### config.mk
export PLATFORM = sky130hd
export DESIGN_NAME = instr_loader
export DESIGN_NICKNAME = d
export VERILOG_FILES = /design/src/rtl/instr_loader.sv
export SDC_FILE = /design/constraint.sdc
export NUM_CORES = 1
export LEC_CHECK = 0
export CAP_MARGIN = 20
export CORE_MARGIN = 2
export CORE_UTILIZATION = 35
export CTS_CLUSTER_DIAMETER = 50
export DETAILED_ROUTE_END_ITERATION = 10
export GPL_TIMING_DRIVEN = 0
export SLEW_MARGIN = 20
export SYNTH_ARGS = -nofsm -noshare
export SYNTH_HDL_FRONTEND = slang
export SYNTH_SLANG_ARGS = --single-unit
export TNS_END_PERCENT = 20
### constraint.sdc
create_clock -name clk -period 3.4 [get_ports clk]
set_input_delay 0.85 -clock clk [delete_from_list [all_inputs] [get_ports clk]]
set_output_delay 0.85 -clock clk [all_outputs]
set_load 0.1 [all_outputs]
### src/rtl/instr_loader.sv
// Button-driven instruction loader: two debounced presses assemble a 32-bit word
// from 16 slide switches, then write it to instruction memory with a valid/ready
// handshake at sequential addresses. Define INSTR_LOADER_ECHO_EN to add the echo
// output that feeds the seven-segment display.
module instr_loader #(
  parameter int unsigned DEBOUNCE_CYCLES = 1_000_000,
  parameter logic [31:0] BASE_ADDR       = 32'h0000_0000,
  parameter int unsigned MAX_WORDS       = 64,
  localparam int unsigned CNT_W          = $clog2(MAX_WORDS + 1)
) (
  input  logic             clk,
  input  logic             reset_n,
  input  logic [15:0]      sw,
  input  logic             enter,
  output logic             wr_valid,
  input  logic             wr_ready,
  output logic [31:0]      wr_addr,
  output logic [31:0]      wr_data,
  output logic             expect_hi,
  output logic [CNT_W-1:0] word_count,
  output logic             full
`ifdef INSTR_LOADER_ECHO_EN
  ,
  output logic [31:0]      echo
`endif
);

  localparam int unsigned DB_W = $clog2(DEBOUNCE_CYCLES + 1);

  typedef enum logic [1:0] {
    ST_LO,
    ST_HI,
    ST_WRITE,
    ST_FULL
  } state_e;

  // Reset asserts asynchronously but releases two edges after reset_n rises,
  // so no flop leaves reset on an edge that races the deassertion.
  logic rst_meta_q, rst_sync_q;
  logic rst_n;

  always_ff @(posedge clk or negedge reset_n) begin
    if (!reset_n) begin
      rst_meta_q <= 1'b0;
      rst_sync_q <= 1'b0;
    end else begin
      rst_meta_q <= 1'b1;
      rst_sync_q <= rst_meta_q;
    end
  end

  assign rst_n = rst_sync_q;

  // Button synchronizer and debouncer.
  logic            enter_meta_q, enter_sync_q;
  logic [DB_W-1:0] db_cnt_q, db_cnt_d;
  logic            db_level_q, db_level_d;
  logic            press_q, press_d;

  // NOTE: combinational blocks use blocking '=' and assign every output a
  // default first; a path that leaves a variable unassigned infers a latch.
  always_comb begin
    db_cnt_d   = '0;
    db_level_d = db_level_q;
    if (enter_sync_q != db_level_q) begin
      if (db_cnt_q == DB_W'(DEBOUNCE_CYCLES - 1)) begin
        db_level_d = enter_sync_q;
      end else begin
        db_cnt_d = db_cnt_q + DB_W'(1);
      end
    end
    press_d = db_level_d & ~db_level_q;
  end

  // NOTE: sequential state uses non-blocking '<=' so every flop samples the
  // pre-edge value of every other flop, independent of statement order.
  always_ff @(posedge clk or negedge rst_n) begin
    if (!rst_n) begin
      enter_meta_q <= 1'b0;
      enter_sync_q <= 1'b0;
      db_cnt_q     <= '0;
      db_level_q   <= 1'b0;
      press_q      <= 1'b0;
    end else begin
      enter_meta_q <= enter;
      enter_sync_q <= enter_meta_q;
      db_cnt_q     <= db_cnt_d;
      db_level_q   <= db_level_d;
      press_q      <= press_d;
    end
  end

  // Loader FSM with registered outputs.
  state_e           state_q, state_d;
  logic             wr_valid_q, wr_valid_d;
  logic [31:0]      wr_data_q, wr_data_d;
  logic [31:0]      wr_addr_q, wr_addr_d;
  logic [CNT_W-1:0] word_count_q, word_count_d;
  logic             full_q, full_d;
  logic             expect_hi_q, expect_hi_d;
  logic [CNT_W-1:0] count_inc;

  assign count_inc = word_count_q + CNT_W'(1);

  always_comb begin
    state_d      = state_q;
    wr_valid_d   = wr_valid_q;
    wr_data_d    = wr_data_q;
    wr_addr_d    = wr_addr_q;
    word_count_d = word_count_q;
    full_d       = full_q;
    expect_hi_d  = expect_hi_q;

    unique case (state_q)
      ST_LO: begin
        if (press_q) begin
          wr_data_d[15:0] = sw;
          state_d         = ST_HI;
          expect_hi_d     = 1'b1;
        end
      end
      ST_HI: begin
        if (press_q) begin
          wr_data_d[31:16] = sw;
          state_d          = ST_WRITE;
          expect_hi_d      = 1'b0;
          wr_valid_d       = 1'b1;
        end
      end
      ST_WRITE: begin
        // Presses are dropped here; only the handshake advances the FSM.
        if (wr_ready) begin
          word_count_d = count_inc;
          wr_addr_d    = wr_addr_q + 32'd4;
          wr_valid_d   = 1'b0;
          if (count_inc == CNT_W'(MAX_WORDS)) begin
            state_d = ST_FULL;
            full_d  = 1'b1;
          end else begin
            state_d = ST_LO;
          end
        end
      end
      ST_FULL: begin
        full_d     = 1'b1;
        wr_valid_d = 1'b0;
      end
      default: state_d = ST_LO;
    endcase
  end

  always_ff @(posedge clk or negedge rst_n) begin
    if (!rst_n) begin
      state_q      <= ST_LO;
      wr_valid_q   <= 1'b0;
      wr_data_q    <= '0;
      wr_addr_q    <= BASE_ADDR;
      word_count_q <= '0;
      full_q       <= 1'b0;
      expect_hi_q  <= 1'b0;
    end else begin
      state_q      <= state_d;
      wr_valid_q   <= wr_valid_d;
      wr_data_q    <= wr_data_d;
      wr_addr_q    <= wr_addr_d;
      word_count_q <= word_count_d;
      full_q       <= full_d;
      expect_hi_q  <= expect_hi_d;
    end
  end

  assign wr_valid   = wr_valid_q;
  assign wr_data    = wr_data_q;
  assign wr_addr    = wr_addr_q;
  assign word_count = word_count_q;
  assign full       = full_q;
  assign expect_hi  = expect_hi_q;

`ifdef INSTR_LOADER_ECHO_EN
  // While waiting for the upper half, show only what has been entered so far.
  assign echo = {(state_q == ST_HI) ? 16'h0000 : wr_data_q[31:16], wr_data_q[15:0]};
`endif

endmodule

After elaboration in Yosys (flattened, before gate mapping)
Index checks and enable logic that the tools add are counted.
Word-level totals
  input bits: 20
  output and inout port bits: 74
  register bits after elaboration: 102
  logic and storage cells: 59
Cells by class
  mux-type cells: 17
  $add $sub $neg: 3
  bitwise operators: 2
  reductions and logical operators: 12
  eq/ne operators: 10
Operator list (count)
  $mux W20: 2
  $add A32 B3 Y32 const B: 1
  $add A20 B1 Y20 const B: 1
  $eq A20 B20 Y1 const B: 1
  $reduce_and A3 Y1: 3
  $mux W2: 4
  $ne A2 B2 Y1 const B: 4
  $add A7 B1 Y7 const B: 1
  $eq A7 B7 Y1 const B: 1
  $mux W1: 7
  $pmux W2 S3: 1
  $reduce_and A2 Y1: 3
  $reduce_bool A3 Y1: 2
  $eq A2 B2 Y1 const B: 2
  $pmux W1 S2: 2
  $reduce_and A4 Y1: 1
  $reduce_bool A2 Y1: 2
  $pmux W1 S3: 1
  $eq A2 B1 Y1 const B: 1
  $logic_not A2 Y1: 1
  $and A1 B1 Y1: 1
  $ne A1 B1 Y1: 1
  $not A1 Y1: 1

Depth between registers and ports, before layout
Gate-level depths: netlist of run 1.
  depth after elaboration: 5
  mapped depth: 7
  gate-level depth less buffers: 6

Worst setup path before layout of run 1
Ideal clock, no wire load.
  path kind: reg2reg
  start: register word_count_q[0] (netlist: word_count[0])
  end: register full_q (netlist: full)
  data arrival time: 2.095 ns
  path buffers: 0
  path slack: 1.178 ns
  period minus slack after synthesis: 2.222 ns
  library setup time: 0.127 ns
  stages on the path, launching flop included: 6
  data required time: 3.273 ns
  cells stage by stage: dfrtp_1 > ha_1 > xnor2_1 > nor3_1 > or2_2 > a221o_1
Between the ends
  cells in the longest elaborated chain, start to end: 4
RTL lines
  start: declaration: line 98  | logic [CNT_W-1:0] word_count_q, word_count_d;
  start signal: assignment: line 166  | word_count_q <= word_count_d;
  $add A7 B1 Y7: line 103  | assign count_inc = word_count_q + CNT_W'(1);
  $eq A7 B7 Y1: line 136  | if (count_inc == CNT_W'(MAX_WORDS)) begin
  $ne A2 B2 Y1 (no source line)
  $reduce_and A3 Y1 (no source line)
  end signal: assignment: line 167  | full_q <= full_d;
  end: declaration: line 99  | logic full_q, full_d;
No other way between the ends.
A chain may end at the register's enable or synchronous reset.

Worst setup path in the final report of run 1
  start: register word_count_q[3] (netlist: word_count[3])
  end: output word_count[3]
RTL lines
  end: declaration: line 20  | output logic [CNT_W-1:0] word_count,
No word-level cell between the ends.

==> results of run 1 <==
==> final cells by class <==
type | count | area, um2 | area share, %
Clock inverter | 3 | 42.5 | 0.718
Inverter | 13 | 48.8 | 0.824
Clock buffer | 13 | 280 | 4.73
Buffer | 9 | 51.3 | 0.866
Tap cell | 172 | 215 | 3.63
Timing Repair Buffer | 92 | 938 | 15.8
Multi-Input combinational cell | 257 | 1840 | 31.1
Sequential cell | 100 | 2510 | 42.3
==> cell families (layout without fill, tap and decap cells) <==
| group | count (synthesis) | after routing | synth area share, % |
|---|---|---|---|
| AO/OA/AOI/OAI | 22 | 22 | 3.49 |
| flip-flops | 100 | 100 | 56.4 |
| XOR/XNOR | 50 | 50 | 9.86 |
| other | 2 | 3 | 0.169 |
| adder cells (fa/ha/maj) | 7 | 7 | 1.97 |
| AND/OR/NAND/NOR | 142 | 142 | 17.5 |
| buffers and inverters | 22 | 130 | 2.25 |
| multiplexers | 33 | 33 | 8.37 |
==> final timing paths <==
check                                 to     startpoint  slack [ns]
setup / recovery           word_count[3]  word_count[3]        0.53
hold / removal               wr_data[15]          rst_n        0.34
setup reg to reg              wr_data[6]     state_q[0]        1.32
hold reg to reg              wr_data[15]          rst_n        0.34
max in group asynchronous    db_cnt_q[4]          rst_n        2.39
min in group clk            enter_sync_q   enter_meta_q        0.35
==> report_power, final <==
| part | internal [mW] | leakage, nW | switching [mW] |
|---|---|---|---|
| logic | 0.0745 | 1.10 | 0.196 |
| registers | 1.21 | 1.27 | 0.0232 |
| clock network | 0.650 | 0.158 | 0.425 |
==> registers in the layout, indices dropped and copies added, names as in the netlist, 2 cells and up <==
register / flops
state_q: 2
db_cnt_q: 20
word_count: 7
wr_data: 32
wr_addr: 30
==> cells in the final DEF (no fill, tap or decap), types with 2 or more instances in the layout <==
master and instances:
conb_1 3, dfrtp_1 99, clkbuf_1 4, and2_1 2
nand4_1 17, buf_4 2, nand2b_1 3, nor4b_1 2
nor3_1 12, o21ai_0 5, mux2_2 33, nand4b_1 2
nand3_1 17, nand2_1 30, o31ai_1 2, nor4_1 11
inv_1 13, and4_1 5, o211ai_1 2, clkbuf_16 9
xor2_1 18, xnor2_1 32, ha_1 7, nor2_1 22
and3_1 11, clkdlybuf4s50_1 91, a21oi_1 7, clkbuf_8 4
==> layer usage <==
| layer | up-vias | share of wire [%] |
|---|---|---|
| met5 | - | 0 |
| met4 | 0 | 1.1 |
| met3 | 6 | 4.5 |
| met2 | 74 | 46 |
| met1 | 1542 | 49 |
| li1 | 1535 | - |
==> metrics by stage <==
step	instances	utilization (%)	worst slack, ns	hold WS, ns	power (mW)
floorplan	379	-	0.408	0.331	1.45
detailed placement	643	44.7	0.873	0.337	1.53
global placement	642	44.5	-0.728	0.335	1.53
finish	659	47.3	0.532	0.337	2.58
global route	659	47.3	0.468	0.371	2.68
CTS	659	47.3	0.498	0.352	2.62
==> run summary, run 1 <==
clk buf depth = 2
Layout area overhead = 33.4%
Detailed Route WL = 9160 um
core area = 12500 um2
count leader, synth = dfrtp_1
WL per Instance = 13.9 um
# hold bufs at CTS = 0
met3 Resource Use GR = 3.32%
Cell Chain, Critical Path = clkdlybuf4s50_1
post-cts sizing count = 0
# port buffers = 91
worst skew pair latency = 0.33 ns
CTS tree = yes
I/O pin cnt = 94
CP endpoint kind = primary output
WP depth = 1
Synth Register Bits = 100
Bufs and invs on worst path = 1
vias in the first global route = 3017
# diodes = 0
Initial Util = 35.5%
max frequency = 349 MHz
gr ovfl total = 0
H-tree levels = 3
die area = 13600 um2
share of flip-flops with an asynchronous set or reset = 100%
global-route met1 utilization = 19.0%
Total GRT Usage = 13.7%
Tmin final = 2.87 ns
vias = 3157
post-CTS setup buffer count = 0
unique cell type count in the Yosys netlist = 42
dominant cells by area after synthesis = dfrtp_1 56%, mux2_2 8.4%, xnor2_1 6.3%
Die X = 117 um
worst reg-to-reg path cell count = 5
placer congestion estimate = 0.792
RSZ-0062 raised after global routing = false
largest net degree at the start of global routing = 58
Placed Area = 5600 um2
CTS sink count = 100
share of the synthesized area in the top cell type = 56.4%
Syn Area/Cell = 11.7 um2
PD cells = 436 nW/um2
Crit path max-delay family = buffers and inverters
Synth warnings = 0
drt first-iter violations = 187
Startpoint Class = flip-flop
First-pass DRT Iterations = 4
row cnt = 41
most crowded layer after global routing = met2
DRC viols = 0
Worst EP arrival = 2.02 ns
Antenna Nets Post-Route = 0
Final Skew = 0.00540 ns
CP max-delay cell = clkdlybuf4s50_1
Die Ht = 117 um
total negative slack = 0 ns
Slew HR = 33.2%
layout cells sized above 1 = 13.1%
net count reported at finish = 509
Worst Hold Class = reg2async
Largest stage delay, worst path = 1.19 ns
GR met2 Demand/Resource = 21.4%
most area-hungry cell type in the Yosys netlist = dfrtp_1
Synth Flop Type = dfrtp_1
post-synthesis sequential area ratio = 56.4%
pins over their slew limit = 0
endpoints failing setup = 0
final non-filler cell area = 5920 um2
FILL cells = 1172
initial antenna violation count = 0
number of flops mapped to enable cells by yosys = 0
mapped cell area = 4440 um2
Syn Inst Count = 378
CTS clk-pin slew, worst paths = 0.07 ns
status = finished clean
worst slew pin tran = 0.999 ns
HPWL after DPL = 6550 um
Max VDD drop = 0.276 mV
final hold vios = 0
Lkg Pwr = 2.53 nW
crit share post-route = 84.4%
crit path max fanout = 7
critical path required time = 2.55 ns
Crit Path Class = reg2out
CTS root buf = clkbuf_16
Vias/cell = 4.79
total CTS buffers = 9
first-pass GRT wire length = 14600 um
total of max-cap violations = 0
commonest cells in the synthesized netlist = 100 x dfrtp_1, 33 x mux2_2, 32 x xnor2_1
Power figures use the tool's default switching activity.
==> run 2: changes to the inputs <==
Clock period 3.4 ns to 2.7 ns, I/O delays scaled along.
==> run 2 against run 1 <==
  * Non-clock buffer count stayed put
  * Sequential cell count stayed put
  * Die area stayed put
  * Register-to-register slack worse by 0.67 ns
  * Global-route usage is 0.19 points higher
  * Hold slack better by 0.014 ns
  * Final cell count stayed put
  * Sequential power is 26% higher
  * Combinational power is 25% higher
  * Wire length is 0.28% lower
  * Critical path depth stayed put
  * Critical path type unchanged
==> run summary, run 2 (same netlist as run 1, synthesis figures left out) <==
Layout area overhead = 33.3% (was 33.4%)
Detailed Route WL = 9140 um (was 9160 um)
crit path max fanout = 6 (was 7)
total CTS buffers = 9 (unchanged)
Lkg Pwr = 2.60 nW (was 2.53 nW)
multi-input logic area = 1840 um2 (unchanged)
FILL cells = 1174 (was 1172)
final hold vios = 0 (unchanged)
drt first-iter violations = 222 (was 187)
most frequent cells in the layout = 99 x dfrtp_1, 86 x clkdlybuf4s50_1, 33 x mux2_2 (was 99 x dfrtp_1, 91 x clkdlybuf4s50_1, 33 x mux2_2)
Final Skew = 0.00843 ns (was 0.00540 ns)
Largest register FFs = 32 (unchanged)
initial antenna violation count = 0 (unchanged)
layout cells sized above 1 = 13.1% (unchanged)
Tmin final = 2.65 ns
worst slew pin tran = 1.03 ns (was 0.999 ns)
clk buf depth = 2 (unchanged)
H-tree levels = 3 (unchanged)
final non-filler cell area = 5920 um2 (about the same)
CP endpoint kind = primary output (unchanged)
status = finished clean (unchanged)
Crit Path Class = reg2out (unchanged)
endpoints failing setup = 0 (unchanged)
net count reported at finish = 509 (unchanged)
Vias/cell = 4.85 (was 4.79)
post-CTS setup buffer count = 0 (unchanged)
# diodes = 0 (unchanged)
Bufs and invs on worst path = 1 (unchanged)
CTS sink count = 100 (unchanged)
DRC viols = 0 (unchanged)
max frequency = 378 MHz
Worst Hold Class = reg2reg (was reg2async)
row cnt = 41 (unchanged)
die area = 13600 um2 (unchanged)
Antenna Nets Post-Route = 0 (unchanged)
first-pass GRT wire length = 15000 um (was 14600 um)
Largest stage delay, worst path = 1.17 ns (was 1.19 ns)
total negative slack = 0 ns (unchanged)
Max VDD drop = 0.236 mV (was 0.276 mV)
Total GRT Usage = 13.9% (was 13.7%)
I/O pin cnt = 94 (unchanged)
Worst Hold Slack = 0.351 ns (was 0.337 ns)
Initial Util = 35.5% (unchanged)
First-pass DRT Iterations = 4 (unchanged)
PD cells = 544 nW/um2 (was 436 nW/um2)
placer congestion estimate = 0.782 (was 0.792)
CTS tree = yes (unchanged)
Slew HR = 31.1% (was 33.2%)
Placed Area = 5600 um2 (unchanged)
crit share post-route = 98.0%
gr ovfl total = 0 (unchanged)
Startpoint Class = flip-flop (unchanged)
vias = 3196 (was 3157)
Die Ht = 117 um (unchanged)
Cell Chain, Critical Path = clkdlybuf4s50_1 (unchanged)
CP max-delay cell = clkdlybuf4s50_1 (unchanged)
total of max-cap violations = 0 (unchanged)
register area = 2510 um2 (unchanged)
Core Util, Final = 47.3% (about the same)
Die X = 117 um (unchanged)
worst skew pair latency = 0.34 ns (was 0.33 ns)
most common cell after layout, fill and taps aside = dfrtp_1 (unchanged)
HPWL after DPL = 6560 um (was 6550 um)
pins over their slew limit = 0 (unchanged)
critical path required time = 2.03 ns (was 2.55 ns)
WL per Instance = 13.9 um (about the same)
# port buffers = 91 (unchanged)
CTS root buf = clkbuf_16 (unchanged)
core area = 12500 um2 (unchanged)
Worst EP arrival = 1.97 ns (was 2.02 ns)
RSZ-0062 raised after global routing = false (unchanged)
largest net degree at the start of global routing = 54 (was 58)
Crit path max-delay family = buffers and inverters (unchanged)
vias in the first global route = 3066 (was 3017)
CTS clk-pin slew, worst paths = 0.07 ns (about the same)
==> run 2: cell types whose count changed in the layout (fill, tap and decap cells not counted) <==
cell,previous run,this run
dlymetal6s2s_1,0,4
clkinv_4,0,2
dlygate4sd2_1,0,1
clkinv_2,1,0
clkbuf_8,4,0
inv_6,0,3
clkdlybuf4s50_1,91,86
==> run 2: power breakdown <==
group          leakage [nW]  internal, mW  switching [mW]
Sequential             1.27          1.53          0.0323
Clock                 0.147         0.732           0.586
Combinational          1.18        0.0938           0.244
==> run 2: layout make-up <==
type                       instances  area share (%)
sequential                       100            42.4
multi-input combinational        257            31.1
timing repair buffer              92            16.0
clock buffer                       9            3.81
tap                              172            3.64
clock inverter                     7            1.37
buffer                             9           0.867
inverter                          13           0.825
==> run 2: path summary, 6_finish.rpt <==
check / start / to / slack, ns / cells past startpoint
setup / recovery: wr_addr[5] / wr_addr[5] / 0.05 / 1
hold / removal: enter_meta_q / enter_sync_q / 0.35 / 0
setup reg to reg: state_q[0] / wr_data[6] / 0.65 / 5
hold reg to reg: enter_meta_q / enter_sync_q / 0.35 / 0
max in group asynchronous: rst_n / db_cnt_q[3] / 1.64 / 1
min in group asynchronous: rst_n / wr_addr[15] / 0.39 / 0
==> run 2: repair_timing <==
item	4_1_cts	5_1_grt
setup endpoints to repair	1	4
pin swaps	0	0
gates resized for setup	1	4
hold endpoints to repair	0	0
hold buffers	0	0
==> run 2: metal layers <==
metal  share of wire (%)  global-route usage, %  wire [um]
met1                  48                   19.4       4390
met2                  45                   21.3       4070
met3                 6.1                   3.17        553
met4                 1.3                   5.18        123
met5                   0                      0          0
==> run 2: through the flow <==
| step | setup WS, ns | power, mW | cells |
|---|---|---|---|
| 3_3_place_gp | 0.360 | 1.92 | 642 |
| 2_1_floorplan | 0.478 | 1.82 | 379 |
| 6_report | 0.0544 | 3.22 | 659 |
| 3_5_place_dp | 0.375 | 1.93 | 643 |
| 4_1_cts | 0.00142 | 3.27 | 659 |
| 5_1_grt | 0.00256 | 3.35 | 659 |
==> run 3: changes to the inputs <==
Settings changed: CORE_ASPECT_RATIO set to 1.75.
==> run 3 against run 2 <==
  * Global-route usage up 0.97 points
  * Sequential share of layout area up 0.099 points
  * Maximum frequency rose by 0.26%
  * Clock-buffer cell count up 1
  * Clock power decreased by 5%
  * Highest routed layer unchanged
  * Wire length grew 5.3%
  * Utilization grew 0.21 points
  * Die area is 0.27% higher
  * Via count is essentially flat
==> run summary, run 3 (same netlist as run 1, synthesis figures left out) <==
status = finished clean (unchanged)
multi-input logic area = 1840 um2 (unchanged)
post-cts sizing count = 0 (was 1)
HPWL after DPL = 7050 um (was 6560 um)
total negative slack = 0 ns (unchanged)
core area = 12400 um2 (was 12500 um2)
register area = 2510 um2 (unchanged)
Crit path max-delay family = buffers and inverters (unchanged)
Startpoint Class = flip-flop (unchanged)
Detailed Route WL = 9620 um (was 9140 um)
Worst EP arrival = 1.96 ns (was 1.97 ns)
H-tree levels = 3 (unchanged)
layout cells sized above 1 = 12.8% (was 13.1%)
Final Skew = 0.00845 ns (was 0.00843 ns)
WL per Instance = 14.7 um (was 13.9 um)
Cell Chain, Critical Path = clkdlybuf4s50_1 (unchanged)
crit share post-route = 97.7% (was 98.0%)
First-pass DRT Iterations = 6 (was 4)
CTS clk-pin slew, worst paths = 0.06 ns (was 0.07 ns)
largest net degree at the start of global routing = 53 (was 54)
Slew HR = 32.0% (was 31.1%)
CTS tree = yes (unchanged)
CP endpoint kind = primary output (unchanged)
PD cells = 536 nW/um2 (was 544 nW/um2)
Layout area overhead = 32.9% (was 33.3%)
Die X = 89.1 um (was 117 um)
worst slew pin tran = 1.02 ns (was 1.03 ns)
Initial Util = 35.7% (was 35.5%)
Crit Path Class = reg2out (unchanged)
critical path required time = 2.03 ns (about the same)
# diodes = 0 (unchanged)
Vias/cell = 4.89 (was 4.85)
vias = 3199 (was 3196)
Total GRT Usage = 14.9% (was 13.9%)
Bufs and invs on worst path = 1 (unchanged)
drt first-iter violations = 135 (was 222)
max frequency = 379 MHz (was 378 MHz)
CP max-delay cell = clkdlybuf4s50_1 (unchanged)
most common cell after layout, fill and taps aside = dfrtp_1 (unchanged)
Cells after DPL = 639 (was 643)
gr ovfl total = 0 (unchanged)
# hold bufs at CTS = 0 (unchanged)
Lkg Pwr = 2.62 nW (was 2.60 nW)
placer congestion estimate = 0.787 (was 0.782)
RSZ-0062 raised after global routing = false (unchanged)
initial antenna violation count = 0 (unchanged)
total of max-cap violations = 0 (unchanged)
Largest stage delay, worst path = 1.18 ns (was 1.17 ns)
# port buffers = 91 (unchanged)
CTS sink count = 100 (unchanged)
post-CTS setup buffer count = 0 (unchanged)
I/O pin cnt = 94 (unchanged)
first-pass GRT wire length = 16100 um (was 15000 um)
total CTS buffers = 9 (unchanged)
crit path max fanout = 5 (was 6)
CTS root buf = clkbuf_16 (unchanged)
Tmin final = 2.64 ns (was 2.65 ns)
Largest register FFs = 32 (unchanged)
most frequent cells in the layout = 99 x dfrtp_1, 85 x clkdlybuf4s50_1, 33 x mux2_2 (was 99 x dfrtp_1, 86 x clkdlybuf4s50_1, 33 x mux2_2)
die area = 13600 um2 (about the same)
non-filler cells, final = 654 (was 659)
Max VDD drop = 0.262 mV (was 0.236 mV)
worst skew pair latency = 0.34 ns (about the same)
endpoints failing setup = 0 (unchanged)
final hold vios = 0 (unchanged)
Worst Hold Class = reg2reg (unchanged)
clk buf depth = 2 (unchanged)
Antenna Nets Post-Route = 0 (unchanged)
FILL cells = 1169 (was 1174)
vias in the first global route = 3314 (was 3066)
Die Ht = 153 um (was 117 um)
net count reported at finish = 509 (unchanged)
pins over their slew limit = 0 (unchanged)
row cnt = 54 (was 41)
DRC viols = 0 (unchanged)
## run 3: final cells by class
cell class                 instances  area share [%]
sequential                       100            42.5
multi-input combinational        257            31.2
tap                              168            3.56
inverter                          13           0.827
clock inverter                     5            1.06
clock buffer                      10            3.88
timing repair buffer              92            16.2
buffer                             9           0.869
## run 3: metrics by stage
| step | setup slack, ns | power (mW) | utilization [%] | instance area [um2] | hold slack (ns) |
|---|---|---|---|---|---|
| global route | 0.00106 | 3.30 | 47.5 | 5900 | 0.361 |
| finish | 0.0613 | 3.16 | 47.5 | 5900 | 0.350 |
| floorplan | 0.478 | 1.82 | - | 4440 | 0.331 |
| CTS | 0.0104 | 3.21 | 47.4 | 5890 | 0.351 |
| global placement | 0.356 | 1.92 | 44.8 | 5570 | 0.337 |
| detailed placement | 0.310 | 1.93 | 45.0 | 5600 | 0.336 |
## run 3: worst paths after layout
kind	start	end	slack, ns	depth (start not counted)
setup / recovery	wr_addr[6]	wr_addr[6]	0.06	1
hold / removal	enter_meta_q	enter_sync_q	0.35	0
setup reg to reg	state_q[0]	wr_data[10]	0.59	5
hold reg to reg	enter_meta_q	enter_sync_q	0.35	0
max in group asynchronous	rst_n	wr_addr[4]	1.65	1
min in group asynchronous	rst_n	wr_data[18]	0.38	0
## run 3: metal layers
| layer | share of wire [%] | global-route usage (%) | vias to the layer above |
|---|---|---|---|
| met5 | 0 | 0 | - |
| met4 | 1.2 | 4.76 | 0 |
| met3 | 3.3 | 2.92 | 10 |
| met2 | 55 | 26.8 | 69 |
| met1 | 40 | 17.2 | 1591 |
| li1 | - | - | 1529 |
## run 3: report_power, final
part	internal (mW)	leakage (nW)	switching, mW
sequential	1.53	1.27	0.0328
clock	0.718	0.135	0.543
combinational	0.0938	1.21	0.244
total	2.34	2.62	0.820
